$ cat src/rtl/spi_pkg.sv
// Shared types and constants for the SPI register-bank controller.
package spi_pkg;

    typedef enum logic [2:0] {
        StIdle,
        StLoad,
        StShift,
        StStore,
        StDone
    } state_e;

    localparam int unsigned SpiByteW = 8;
    localparam logic [SpiByteW-1:0] FillOnes  = 8'hFF;
    localparam logic [SpiByteW-1:0] FillZeros = 8'h00;

    // all-ones wins over all-zeros, which wins over bank data
    function automatic logic [SpiByteW-1:0] fill_byte(input logic ones,
                                                      input logic zeros,
                                                      input logic [SpiByteW-1:0] data);
        if (ones) begin
            return FillOnes;
        end else if (zeros) begin
            return FillZeros;
        end
        return data;
    endfunction

endpackage

$ cat src/rtl/module_spi_sclk_gen.sv
// SCLK generator: CLK_DIV clk_i cycles per half-period, idles low while disabled.
// rise_o/fall_o flag the cycle whose closing edge makes sclk_o rise/fall.
module module_spi_sclk_gen #(
    parameter int unsigned CLK_DIV = 2
) (
    input  logic clk_i,
    input  logic rst_i,
    input  logic en_i,
    output logic sclk_o,
    output logic rise_o,
    output logic fall_o
);

    logic [15:0] cnt_q;
    logic        sclk_q;
    logic        tick;

    assign tick   = en_i && (cnt_q == 16'(CLK_DIV - 1));
    assign rise_o = tick && !sclk_q;
    assign fall_o = tick && sclk_q;
    assign sclk_o = sclk_q;

    always_ff @(posedge clk_i) begin
        if (rst_i || !en_i) begin
            cnt_q  <= '0;
            sclk_q <= 1'b0;
        end else if (tick) begin
            cnt_q  <= '0;
            sclk_q <= !sclk_q;
        end else begin
            cnt_q <= cnt_q + 16'd1;
        end
    end

endmodule

$ cat src/rtl/module_control_spi.sv
// SPI mode-0 master that streams register-bank words out and stores received bytes back.
// Define SPI_LOOPBACK_EN to feed mosi_o back as the internal MISO (miso_i ignored).
module module_control_spi
    import spi_pkg::*;
#(
    parameter int unsigned N          = 2,
    parameter int unsigned DATA_WIDTH = 32,
    parameter int unsigned CLK_DIV    = 2
) (
    input  logic                  clk_i,
    input  logic                  rst_i,
    input  logic                  start_i,
    input  logic [N-1:0]          n_tx_i,
    input  logic                  all_ones_i,
    input  logic                  all_zeros_i,
    input  logic [DATA_WIDTH-1:0] data_rd_i,
    output logic [N-1:0]          addr_o,
    output logic                  wr_o,
    output logic [DATA_WIDTH-1:0] data_wr_o,
    output logic                  hold_ctrl_o,
    output logic                  busy_o,
    output logic                  done_o,
    output logic                  sclk_o,
    output logic                  cs_o,
    output logic                  mosi_o,
    input  logic                  miso_i
);

    state_e                  state_q;
    logic [N-1:0]            idx_q;
    logic [N-1:0]            n_tx_q;
    logic                    ones_q;
    logic                    zeros_q;
    logic [SpiByteW-1:0]     tx_q;
    logic [SpiByteW-1:0]     rx_q;
    logic [2:0]              bit_cnt_q;
    logic                    wr_q;
    logic                    done_q;
    logic                    cs_q;
    logic                    busy_q;
    logic [DATA_WIDTH-1:0]   data_wr_q;
    logic                    sclk_rise;
    logic                    sclk_fall;
    logic                    miso_int;

    logic unused_rd;
    assign unused_rd = ^data_rd_i[DATA_WIDTH-1:SpiByteW];

`ifdef SPI_LOOPBACK_EN
    logic unused_miso;
    assign unused_miso = miso_i;
    assign miso_int    = tx_q[SpiByteW-1];
`else
    assign miso_int = miso_i;
`endif

    module_spi_sclk_gen #(
        .CLK_DIV (CLK_DIV)
    ) u_sclk_gen (
        .clk_i  (clk_i),
        .rst_i  (rst_i),
        .en_i   (state_q == StShift),
        .sclk_o (sclk_o),
        .rise_o (sclk_rise),
        .fall_o (sclk_fall)
    );

    always_ff @(posedge clk_i) begin
        if (rst_i) begin
            state_q   <= StIdle;
            idx_q     <= '0;
            n_tx_q    <= '0;
            ones_q    <= 1'b0;
            zeros_q   <= 1'b0;
            tx_q      <= '0;
            rx_q      <= '0;
            bit_cnt_q <= '0;
            wr_q      <= 1'b0;
            done_q    <= 1'b0;
            cs_q      <= 1'b1;
            busy_q    <= 1'b0;
            data_wr_q <= '0;
        end else begin
            wr_q   <= 1'b0;
            done_q <= 1'b0;
            unique case (state_q)
                StIdle: begin
                    if (start_i) begin
                        state_q <= StLoad;
                        idx_q   <= '0;
                        n_tx_q  <= n_tx_i;
                        ones_q  <= all_ones_i;
                        zeros_q <= all_zeros_i;
                        cs_q    <= 1'b0;
                        busy_q  <= 1'b1;
                    end
                end
                StLoad: begin
                    tx_q      <= fill_byte(ones_q, zeros_q, data_rd_i[SpiByteW-1:0]);
                    bit_cnt_q <= '0;
                    state_q   <= StShift;
                end
                StShift: begin
                    if (sclk_rise) begin
                        rx_q <= {rx_q[SpiByteW-2:0], miso_int};
                    end
                    if (sclk_fall) begin
                        tx_q      <= {tx_q[SpiByteW-2:0], 1'b0};
                        bit_cnt_q <= bit_cnt_q + 3'd1;
                        // Eighth falling edge closes the byte; rx_q is already complete.
                        if (bit_cnt_q == 3'(SpiByteW - 1)) begin
                            state_q   <= StStore;
                            wr_q      <= 1'b1;
                            data_wr_q <= DATA_WIDTH'(rx_q);
                        end
                    end
                end
                StStore: begin
                    if (idx_q == n_tx_q) begin
                        state_q <= StDone;
                        done_q  <= 1'b1;
                        cs_q    <= 1'b1;
                    end else begin
                        idx_q   <= idx_q + N'(1);
                        state_q <= StLoad;
                    end
                end
                StDone: begin
                    state_q <= StIdle;
                    busy_q  <= 1'b0;
                end
                default: begin
                    state_q <= StIdle;
                end
            endcase
        end
    end

    assign addr_o      = idx_q;
    assign wr_o        = wr_q;
    assign data_wr_o   = data_wr_q;
    assign hold_ctrl_o = busy_q;
    assign busy_o      = busy_q;
    assign done_o      = done_q;
    assign cs_o        = cs_q;
    assign mosi_o      = tx_q[SpiByteW-1];

endmodule

$ cat config.mk
export PLATFORM = sky130hd
export DESIGN_NAME = module_control_spi
export DESIGN_NICKNAME = d
export VERILOG_FILES = /design/src/rtl/spi_pkg.sv /design/src/rtl/module_spi_sclk_gen.sv /design/src/rtl/module_control_spi.sv
export SDC_FILE = /design/constraint.sdc
export NUM_CORES = 1
export LEC_CHECK = 0
export ABC_CLOCK_PERIOD_IN_PS = 4700
export CORE_MARGIN = 5
export CORE_UTILIZATION = 52
export DETAILED_ROUTE_END_ITERATION = 12
export PLACE_DENSITY = 0.95
export SLEW_MARGIN = 20
export SYNTH_ARGS = -nofsm -noshare
export SYNTH_HDL_FRONTEND = slang
export SYNTH_SLANG_ARGS = --single-unit
$ cat constraint.sdc
create_clock -name clk_i -period 4.7 [get_ports clk_i]
set_input_delay 0.47 -clock clk_i [delete_from_list [all_inputs] [get_ports clk_i]]
set_output_delay 0.47 -clock clk_i [all_outputs]
set_load 0.03 [all_outputs]
==> summary.txt, run 1 <==
Layout
  – Most frequent cells in the layout: dfxtp_1, nor2_1, a21oi_1
  – Commonest non-fill, non-tap cell in the layout: dfxtp_1
  – Antenna fix cells: 0
  – Layout cells sized above 1: 8.86%
  – Filler Cell Count: 463
  – Layout area overhead: 12.7%
  – Cell Count, Final, Fillers Out: 422
  – Area of the multi-input gates: 0.00152 mm2
  – Register area: 0.00114 mm2
  – Fin nets: 391

Setup path
  – Worst path max stage delay: 0.61 ns
  – CP arrival: 2.52 ns
  – CP endpoint kind: flip-flop
  – Max FO, Critical Path: 15
  – CP required: 4.90 ns
  – Crit path max-delay family: simple AND/OR/NAND/NOR gates
  – Crit path buf inv count: 0
  – Setup CP Type: reg2reg
  – Slowest library cell on the worst path: nand3_1
  – Critical path launch point type: flip-flop
  – Critical path cell sequence: nor3_2 > nand4_1 > nand3_1 > nor2_1

Placement
  – Port-buffer cells: 32
  – Placer Congestion: 0.903
  – Hpwl dp: 3.97 mm
  – Placed cell count: 408

Logic synthesis
  – Synth top area share: 39.4%
  – Gate Count Post-Synth: 327
  – EDFF count, synth: 0
  – Post-Synthesis Cell Area: 0.00290 mm2
  – Sequential share of the synthesized area: 39.4%
  – Main synth FF type: dfxtp_1
  – Synth area leaders: dfxtp_1, buf_4, a21oi_1
  – Distinct cells, synth: 48
  – Mean Syn Cell Area: 8.86 um2
  – Asr flop ratio synth: 0%
  – Largest area contributor in the netlist: dfxtp_1
  – Warnings from Yosys: 0
  – Synthesized flop and latch total: 57

Outcome
  – Status: complete, no violations

Detailed routing
  – WL final: 5.76 mm
  – 1st-iter DRT viols: 297
  – DR WL met2: 2.90 mm
  – Vias/cell: 5.57
  – Drt drc: 0
  – Wire length on met3: 313 um
  – Wire length on met1: 2.45 mm
  – Drt first pass iters: 5
  – WL per Instance: 13.6 um
  – Post-route ant nets: 0
  – Via count: 2349
  – Top sig layer: met4

STA
  – Worst-margin pin slew: 0.660 ns
  – Tmin final: 2.33 ns
  – RSZ-0062 raised after global routing: no
  – Setup_tns: 0 ns
  – Slew margin rel.: 55.7%
  – Setup violators final: 0
  – Fmax: 0.429 GHz
  – Final Skew: 0.00958 ns
  – Final period util: 49.5%
  – Final Hold Fails: 0
  – Slew Limit Fails: 0

GRT
  – Vias in the first global route: 2238
  – Antenna violations before repair: 0
  – Largest net degree at the start of global routing: 38
  – Global-route wire length before repair: 9.76 mm
  – GR Overflow Total: 0
  – Gr usage total: 16.3%

Floorplan
  – Rows: 27
  – Core region area: 0.00547 mm2
  – Starting Density: 52.9%
  – Die W: 84.7 um
  – Die area: 0.00717 mm2
  – Top Ports: 81
  – Chip Height: 84.7 um

Clocking
  – CTS clk-pin slew, worst paths: 0.06 ns
  – H-tree levels: 3
  – Clk sinks: 57
  – CTS buffer count: 9
  – Post-CTS sizing: 0
  – # Post-CTS Setup Buffers: 0
  – # hold bufs at CTS: 0
  – Clk_lat worst skew: 0.33 ns
  – CTS Root Cell: clkbuf_8
  – CTS tree: done
  – CTS max path bufs: 2

Power
  – PD cells: 338 mW/mm2
  – Pleak: 1.20 nW
  – Max IR drop VDD: 0.241 mV

Min path
  – Hold Crit Class: reg2reg

Flow run
  – Max-cap violations: 0
## worst paths after layout
check | start | to | slack [ns] | depth (start not counted)
max | u_sclk_gen.cnt_q[13]$_SDFF_PP0_ | u_sclk_gen.cnt_q[10]$_SDFF_PP0_ | 2.37 | 4
min | tx_q[5]$_SDFFE_PP0P_ | tx_q[5]$_SDFFE_PP0P_ | 0.46 | 2
max reg2reg | u_sclk_gen.cnt_q[13]$_SDFF_PP0_ | u_sclk_gen.cnt_q[10]$_SDFF_PP0_ | 2.37 | 4
min reg2reg | tx_q[5]$_SDFFE_PP0P_ | tx_q[5]$_SDFFE_PP0P_ | 0.46 | 2
## tightest hold or removal path, stage by stage (launching register included)
cell and delay, ns:
dfxtp_1 0.31, nand2_1 0.05, mux2i_1 0.05
## cells by family (layout without fill, tap and decap cells)
kind of cell / after synthesis / in the layout / synth area share [%]
compound gates: 70 / 70 / 14.9
fa+ha+maj: 4 / 4 / 1.73
buf+inv: 53 / 53 / 11.5
other cells: 1 / 24 / 0.129
simple gates: 114 / 114 / 23.4
flops: 57 / 57 / 39.4
mux: 12 / 12 / 4.15
xor+xnor: 16 / 16 / 4.84
## sequential cells by signal (all words and copies together), names as in the netlist
name and flops:
addr_o 2, bit_cnt_q 3, busy_o 1, cs_o 1
data_wr_o 8, done_o 1, n_tx_q 2, ones_q 1
rx_q 8, state_q 3, tx_q 8, u_sclk_gen.cnt_q 16
u_sclk_gen.sclk_o 1, wr_o 1, zeros_q 1
## metrics by stage
step / hold WS (ns) / instance area (um2) / util [%] / power [mW] / worst slack (ns)
finish: 0.462 / 3270 / 59.7 / 1.10 / 2.37
global route: 0.487 / 3270 / 59.7 / 1.16 / 2.08
CTS: 0.464 / 3260 / 59.6 / 1.11 / 1.96
detailed placement: 0.458 / 3090 / 56.5 / 0.721 / 1.98
global placement: 0.445 / 3090 / 56.5 / 0.714 / 1.99
floorplan: 0.438 / 2980 / - / 0.705 / 3.16
## metal layers
metal | GRT usage [%] | vias up
li1 | - | 1153
met1 | 19.4 | 1121
met2 | 27.5 | 65
met3 | 4.22 | 10
met4 | 7.63 | 0
met5 | 0 | -
## synth_stat cells, types with 7 or more instances
cell / number
o21ai_0: 14
dfxtp_1: 57
nand4b_1: 8
xor2_1: 8
nand2_1: 14
a21oi_1: 33
buf_4: 27
buf_2: 8
o31ai_1: 9
nand4_1: 15
nand3_1: 9
nor2_1: 35
mux2i_1: 12
xnor2_1: 8
a211o_2: 7
clkbuf_1: 8
## power breakdown
| part | total, mW | internal (mW) | leakage, nW | switching, mW |
|---|---|---|---|---|
| clock network | 0.392 | 0.212 | 0.0871 | 0.180 |
| registers | 0.528 | 0.505 | 0.462 | 0.0231 |
| logic | 0.185 | 0.0730 | 0.648 | 0.112 |
| total | 1.10 | 0.790 | 1.20 | 0.315 |
## layout make-up
cell class	count	share of cell area, %
clock inverters	3	0.536
well taps	72	2.76
clock buffers	11	4.64
multi-input cells	240	46.4
repair buffers	33	10.0
flip-flops and latches	57	34.9
inverters	6	0.690
Power figures use the tool's default switching activity.
==> run 2, diff against run 1 <==
--- a/config.mk
+++ b/config.mk
@@ -5,11 +5,11 @@
 export SDC_FILE = /design/constraint.sdc
 export NUM_CORES = 1
 export LEC_CHECK = 0
-export ABC_CLOCK_PERIOD_IN_PS = 4700
+export ABC_CLOCK_PERIOD_IN_PS = 2100
 export CORE_MARGIN = 5
-export CORE_UTILIZATION = 52
+export CORE_UTILIZATION = 43
 export DETAILED_ROUTE_END_ITERATION = 12
-export PLACE_DENSITY = 0.95
+export PLACE_DENSITY = 0.86
 export SLEW_MARGIN = 20
 export SYNTH_ARGS = -nofsm -noshare
 export SYNTH_HDL_FRONTEND = slang
==> constraint.sdc (replaced) <==
create_clock -name clk_i -period 2.1 [get_ports clk_i]
set_input_delay 0.21 -clock clk_i [delete_from_list [all_inputs] [get_ports clk_i]]
set_output_delay 0.21 -clock clk_i [all_outputs]
set_load 0.03 [all_outputs]
==> run 2 against run 1 <==
First-iteration DRC count down 56%; count of clock-buffer cells in the layout unchanged; non-clock buffer count up 7; worst setup slack worse by 2.2 ns; global-route usage down 2.0 points; clock skew down 0.0017 ns; via count down 0.68%; power rose to 2.6 times the previous value; hold slack about the same; critical path type is now reg2out; critical endpoint is now sclk_o; highest routed layer unchanged.
==> summary.txt, run 2 (synthesis gave the netlist of run 1 again) <==
Outcome
  – Status: complete, no violations

STA
  – Final Hold Fails: 0
  – Final period util: 90.2%
  – Slew margin rel.: 62.0%
  – RSZ-0062 raised after global routing: no
  – Slew Limit Fails: 0
  – Final Skew: 0.00788 ns
  – Setup_tns: 0 ns
  – Setup violators final: 0
  – Fmax: 0.528 GHz
  – Tmin final: 1.89 ns
  – Hold Slack: 0.462 ns
  – Worst-margin pin slew: 0.569 ns

Placement
  – Port-buffer cells: 32
  – Placed cell count: 423
  – Hpwl dp: 4.16 mm
  – Cell Area, Placed: 0.00315 mm2
  – Placer Congestion: 0.869

GRT
  – GR Overflow Total: 0
  – Antenna violations before repair: 0
  – Vias in the first global route: 2251
  – Gr usage total: 14.4%
  – Largest net degree at the start of global routing: 37
  – Global-route wire length before repair: 9.90 mm

Detailed routing
  – Post-route ant nets: 0
  – Vias/cell: 5.31
  – Via count: 2333
  – WL per Instance: 13.6 um
  – Drt first pass iters: 4
  – WL final: 5.97 mm
  – Drt drc: 0
  – 1st-iter DRT viols: 131

Layout
  – Most frequent cells in the layout: dfxtp_1, nor2_1, a21oi_1
  – Layout area overhead: 17.3%
  – Max FFs per register: 16
  – Cell Count, Final, Fillers Out: 439
  – Commonest non-fill, non-tap cell in the layout: dfxtp_1
  – Final instance area: 0.00340 mm2
  – Layout cells sized above 1: 10.6%
  – Fin nets: 398
  – Top reg by flops: u_sclk_gen.cnt_q
  – Antenna fix cells: 0

Floorplan
  – Die area: 0.00848 mm2
  – Die W: 92.1 um
  – Core region area: 0.00668 mm2
  – Chip Height: 92.1 um
  – Starting Density: 43.4%
  – Rows: 30
  – Top Ports: 81

Setup path
  – CP required: 1.89 ns
  – Critical path cell sequence: clkdlybuf4s50_1
  – Worst path max stage delay: 0.79 ns
  – Critical path launch point type: flip-flop
  – Crit path buf inv count: 1
  – Slowest library cell on the worst path: clkdlybuf4s50_1
  – Setup CP Type: reg2out
  – Crit path max-delay family: buffers and inverters
  – CP arrival: 1.68 ns
  – CP endpoint kind: primary output
  – Max FO, Critical Path: 14

Power
  – Final Power: 2.88 mW
  – Max IR drop VDD: 0.328 mV
  – PD cells: 847 mW/mm2
  – Pleak: 1.26 nW

Clocking
  – CTS max path bufs: 2
  – H-tree levels: 3
  – Post-CTS sizing: 0
  – Clk_lat worst skew: 0.34 ns
  – CTS buffer count: 9
  – Clk sinks: 57
  – # hold bufs at CTS: 0
  – CTS Root Cell: clkbuf_8
  – # Post-CTS Setup Buffers: 0
  – CTS tree: done
  – CTS clk-pin slew, worst paths: 0.06 ns

Min path
  – Hold Crit Class: reg2reg

Flow run
  – Max-cap violations: 0
## run 2: metrics by stage
step / utilization [%] / worst slack (ns)
6_report: 50.9 / 0.205
5_1_grt: 50.9 / 0.0542
4_1_cts: 50.9 / 0.202
3_5_place_dp: 47.2 / 0.289
3_3_place_gp: 47.2 / 0.347
2_1_floorplan: - / 0.562
## run 2: per-layer routing
| metal | GRT usage (%) | up-vias | wire (um) |
|---|---|---|---|
| li1 | - | 1170 | - |
| met5 | 0 | - | 0 |
| met4 | 6.81 | 0 | 109 |
| met3 | 6.07 | 14 | 352 |
| met2 | 23.9 | 57 | 2930 |
| met1 | 15.9 | 1092 | 2580 |
## run 2: power by group
part	switching (mW)	total [mW]	leakage [nW]	internal, mW
logic	0.258	0.437	0.681	0.179
registers	0.0488	1.18	0.462	1.13
clock network	0.444	1.26	0.120	0.819
## run 2: layout make-up
class                           instances  area (um2)
Clock buffer                           11         141
Clock inverter                          5         103
Fill cell                             594        3280
Inverter                                6        22.5
Multi-Input combinational cell        240        1510
Sequential cell                        57        1140
Tap cell                               80         100
Timing Repair Buffer                   40         380
## run 2: final timing paths
kind | start | to | slack (ns) | cells past startpoint
worst max-delay path | u_sclk_gen.sclk_o$_SDFFE_PP0N_ | sclk_o | 0.21 | 1
worst min-delay path | tx_q[6]$_SDFFE_PP0P_ | tx_q[6]$_SDFFE_PP0P_ | 0.46 | 2
worst max register to register | u_sclk_gen.cnt_q[0]$_SDFF_PP0_ | data_wr_o[7]$_SDFFE_PP0P_ | 0.23 | 5
worst min register to register | tx_q[6]$_SDFFE_PP0P_ | tx_q[6]$_SDFFE_PP0P_ | 0.46 | 2
==> patch 1 (flow settings as in run 2) <==
Add a define of `SPI_LOOPBACK_EN`.
--- a/src/rtl/module_control_spi.sv
+++ b/src/rtl/module_control_spi.sv
@@ -1,5 +1,7 @@
 // SPI mode-0 master that streams register-bank words out and stores received bytes back.
 // Define SPI_LOOPBACK_EN to feed mosi_o back as the internal MISO (miso_i ignored).
+`define SPI_LOOPBACK_EN
+
 module module_control_spi
     import spi_pkg::*;
 #(
Check against the original RTL: same outputs for any inputs over 10 cycles, from zero or initial values and one cycle with rst_i high; that may be too few to reach the edited logic, so the function may still have changed.
==> patch 1 against run 2 <==
Setup slack lost 7.6 ps. Die area shrank 0.73%. Via count grew 0.69%. Area after synthesis shrank 0.82%. Clock skew grew 0.74 ps. Global-route usage shrank 0.42 points. Clock power shrank 10%. Synthesized cell count is the same. Design area shrank 2.0%. Sequential cell count is the same. Total power shrank 5.2%. Wire length shrank 2.5%.
==> patch 1: results (changes against run 2) <==
| Metric | Value |
|---|---|
| Data arrival time of the critical path | 2100 ps (was 1680 ps) |
| Switching component of the power | 0.734 mW (was 0.751 mW) |
| Portion of netlist area occupied by mux cells | 4.18% (was 4.15%) |
| Slew of the pin with the lowest slew margin | 585 ps (was 569 ps) |
| Met1 WL | 2.49 mm (was 2.58 mm) |
| Fin nets | 397 (was 398) |
| Tightest hold margin | 461 ps (was 462 ps) |
| Post-place setup slack | 230 ps (was 289 ps) |
| Start point of the worst hold path | tx_q[5] (was tx_q[6]) |
| Pin count of the biggest net entering global routing | 20 (was 37) |
| Number of DRC violations after detailed-routing iteration 0 | 120 (was 131) |
| Crit path max-delay family | simple AND/OR/NAND/NOR gates (was buffers and inverters) |
| Post-detailed-placement half-perimeter wirelength | 4.10 mm (was 4.16 mm) |
| Largest cells by area after synthesis | dfxtp_1, buf_4, a21oi_1 (unchanged) |
| GR Util met2 | 22.6% (was 23.9%) |
| WL met3 | 308 µm (was 352 µm) |
| Maximum ir drop on the vdd rail | 0.421 mV (was 0.328 mV) |
| Global-route wire length before repair | 9.69 mm (was 9.90 mm) |
| Placed cells | 419 (was 423) |
| Detailed Routing Iterations Pass 1 | 5 (was 4) |
| Outcome | finished, final reports clean (unchanged) |
| Largest incremental delay on the critical path | 470 ps (was 790 ps) |
| Cell area reported after detailed placement | 0.00311 mm² (was 0.00315 mm²) |
| Met2 wire length | 2.92 mm (was 2.93 mm) |
| CP max FO | 15 (was 14) |
| Critical Path Slowest Stage Cell | nand2_1 (was clkdlybuf4s50_1) |
| Setup slack of the worst register-to-register path | 200 ps (was 230 ps) |
| Met3 track demand over resource | 4.75% (was 6.07%) |
| Share of the cycle needed by the critical path after routing | 90.6% (was 90.2%) |
| Fraction of layout cells with a size suffix above 1 | 8.10% (was 10.6%) |
| Total wire length | 5.82 mm (was 5.97 mm) |
| Commonest cells in the synthesized netlist | dfxtp_1, nor2_1, a21oi_1 (unchanged) |
| Routability cong. | 0.837 (was 0.869) |
| Xor-xnor portion of the synthesized cell area | 4.88% (was 4.84%) |
patch 1: power by group through the flow:
stage / Clock, mW / Sequential [mW] / Combinational (mW)
global placement: 0 / 1.20 / 0.412
detailed placement: 0 / 1.20 / 0.421
finish: 1.13 / 1.17 / 0.426
floorplan: 0 / 1.19 / 0.377
global route: 1.21 / 1.18 / 0.463
CTS: 1.15 / 1.17 / 0.425
patch 1: layout make-up:
type	instances	area [µm²]
flip-flops and latches	57	1140
clock buffers	11	141
inverters	6	22.5
well taps	77	96.3
multi-input cells	240	1480
clock inverters	5	78.8
fillers	576	3090
repair buffers	39	370
patch 1: worst paths after layout:
check	to
worst max-delay path	u_sclk_gen.cnt_q[3]
worst min-delay path	tx_q[5]
worst max register to register	u_sclk_gen.cnt_q[3]
worst min register to register	tx_q[5]
patch 1: worst register-to-register path, cell delays in order, from the launching register on:
cell and delay [ps]:
dfxtp_1 420, ha_1 210, nor4b_1 280, nand4_1 280, nand2_1 470, nor2_1 110
==> patch 2 (settings of run 2) <==
Without the edit above. Put one more register stage on the output `addr_o`, with the module's reset. The value now appears one clock later. The other outputs are not delayed to match.
--- a/src/rtl/module_control_spi.sv
+++ b/src/rtl/module_control_spi.sv
@@ -136,7 +136,13 @@
         end
     end
 
-    assign addr_o      = idx_q;
+    always_ff @(posedge clk_i) begin
+        if (rst_i) begin
+            addr_o <= '0;
+        end else begin
+            addr_o <= idx_q;
+        end
+    end
     assign wr_o        = wr_q;
     assign data_wr_o   = data_wr_q;
     assign hold_ctrl_o = busy_q;
Function: same outputs for any inputs over 10 cycles, from zero or initial values and one cycle with rst_i high; that may be too few to reach the edited logic, so the function may still have changed.
==> patch 2 against run 2 <==
Clock power is 26% lower. First-iteration DRC count fell by 12%. Sequential share of layout area rose by 1.8 points. Sequential cell count increased by 2. Design area down 1.6%. Total power shrank 9.9%. Wire length fell by 3.2%. Setup slack worse by 84 ps. Area after synthesis decreased by 1.6%. Critical path type is now flip-flop to flip-flop. Largest cell class unchanged.
==> patch 2: results (changes against run 2) <==
| Metric | Value |
|---|---|
| Outcome | finished, final reports clean (unchanged) |
| Met3 track demand over resource | 4.71% (was 6.07%) |
| CP max FO | 7 (was 14) |
| Area of the multi-input gates | 0.00147 mm² (was 0.00151 mm²) |
| Fraction of post-synthesis cell area in the top cell type by area | 41.4% (was 39.4%) |
| Number of multi-input combinational cells in the layout | 235 (was 240) |
| Largest incremental delay on the critical path | 570 ps (was 790 ps) |
| Critical Path Slowest Stage Cell | or4_4 (was clkdlybuf4s50_1) |
| WL/cell | 13.3 µm (was 13.6 µm) |
| Share of power burned in the clock network | 36.0% (was 43.9%) |
| Net switching fraction of the power | 28.2% (was 26.1%) |
| Clock sink count | 59 (was 57) |
| WL met3 | 394 µm (was 352 µm) |
| CP endpoint | u_sclk_gen.cnt_q[15] (was sclk_o) |
| Vias in the first global route | 2225 (was 2251) |
| Post-synthesis share of cell area spent on full adders, half adders and majority gates | 1.76% (was 1.73%) |
| Sequential group share of total power | 46.7% (was 40.9%) |
| Xor-xnor portion of the synthesized cell area | 4.30% (was 4.84%) |
| Number of distinct library cells after synthesis | 46 (was 48) |
| Cell area reported after detailed placement | 0.00316 mm² (was 0.00315 mm²) |
| Share of the yosys chip area belonging to registers | 41.4% (was 39.4%) |
| Maximum ir drop on the vdd rail | 0.446 mV (was 0.328 mV) |
| Clock network contribution to total cell area | 5.35% (was 7.18%) |
| Portion of netlist area occupied by mux cells | 5.35% (was 4.15%) |
| Vias | 2353 (was 2333) |
| Routability cong. | 0.780 (was 0.869) |
| Number of cells on the worst reg-to-reg path | 4 (was 5) |
| Global-route wire length before repair | 9.96 mm (was 9.90 mm) |
| Post-detailed-placement half-perimeter wirelength | 4.07 mm (was 4.16 mm) |
| Non-Clock Inverter Count | 5 (was 6) |
| Commonest cells in the synthesized netlist | dfxtp_1, a21oi_1, nor2_1 (was dfxtp_1, nor2_1, a21oi_1) |
| Met2 wire length | 2.73 mm (was 2.93 mm) |
| Complex-gate fraction of the synthesized area | 14.1% (was 14.9%) |
| FF/Latch Area | 0.00118 mm² (was 0.00114 mm²) |
| Share of the cycle needed by the critical path after routing | 94.2% (was 90.2%) |
| Worst clock skew | 8.82 ps (was 7.88 ps) |
| Largest cells by area after synthesis | dfxtp_1, buf_4, a21oi_1 (unchanged) |
## patch 2: per-stage QoR
| stage | hold WS (ps) | util [%] | cells |
|---|---|---|---|
| 5_1_grt | 488 | 52.4 | 433 |
| 2_1_floorplan | 349 | - | 345 |
| 3_5_place_dp | 463 | 49.5 | 418 |
| 4_1_cts | 469 | 52.3 | 433 |
| 3_3_place_gp | 458 | 49.5 | 418 |
| 6_report | 468 | 52.4 | 433 |
## patch 2: worst min path at each step
| stage | cells past startpoint | slack [ps] | from | endpoint |
|---|---|---|---|---|
| 5_1_grt | 2 | 490 | data_wr_o[4] | data_wr_o[4] |
| 6_report | 2 | 470 | data_wr_o[4] | data_wr_o[4] |
| 2_1_floorplan | 2 | 350 | all_zeros_i | zeros_q |
| 3_3_place_gp | 2 | 460 | rx_q[7] | rx_q[7] |
| 3_5_place_dp | 2 | 460 | data_wr_o[5] | data_wr_o[5] |
| 4_1_cts | 3 | 470 | all_zeros_i | zeros_q |
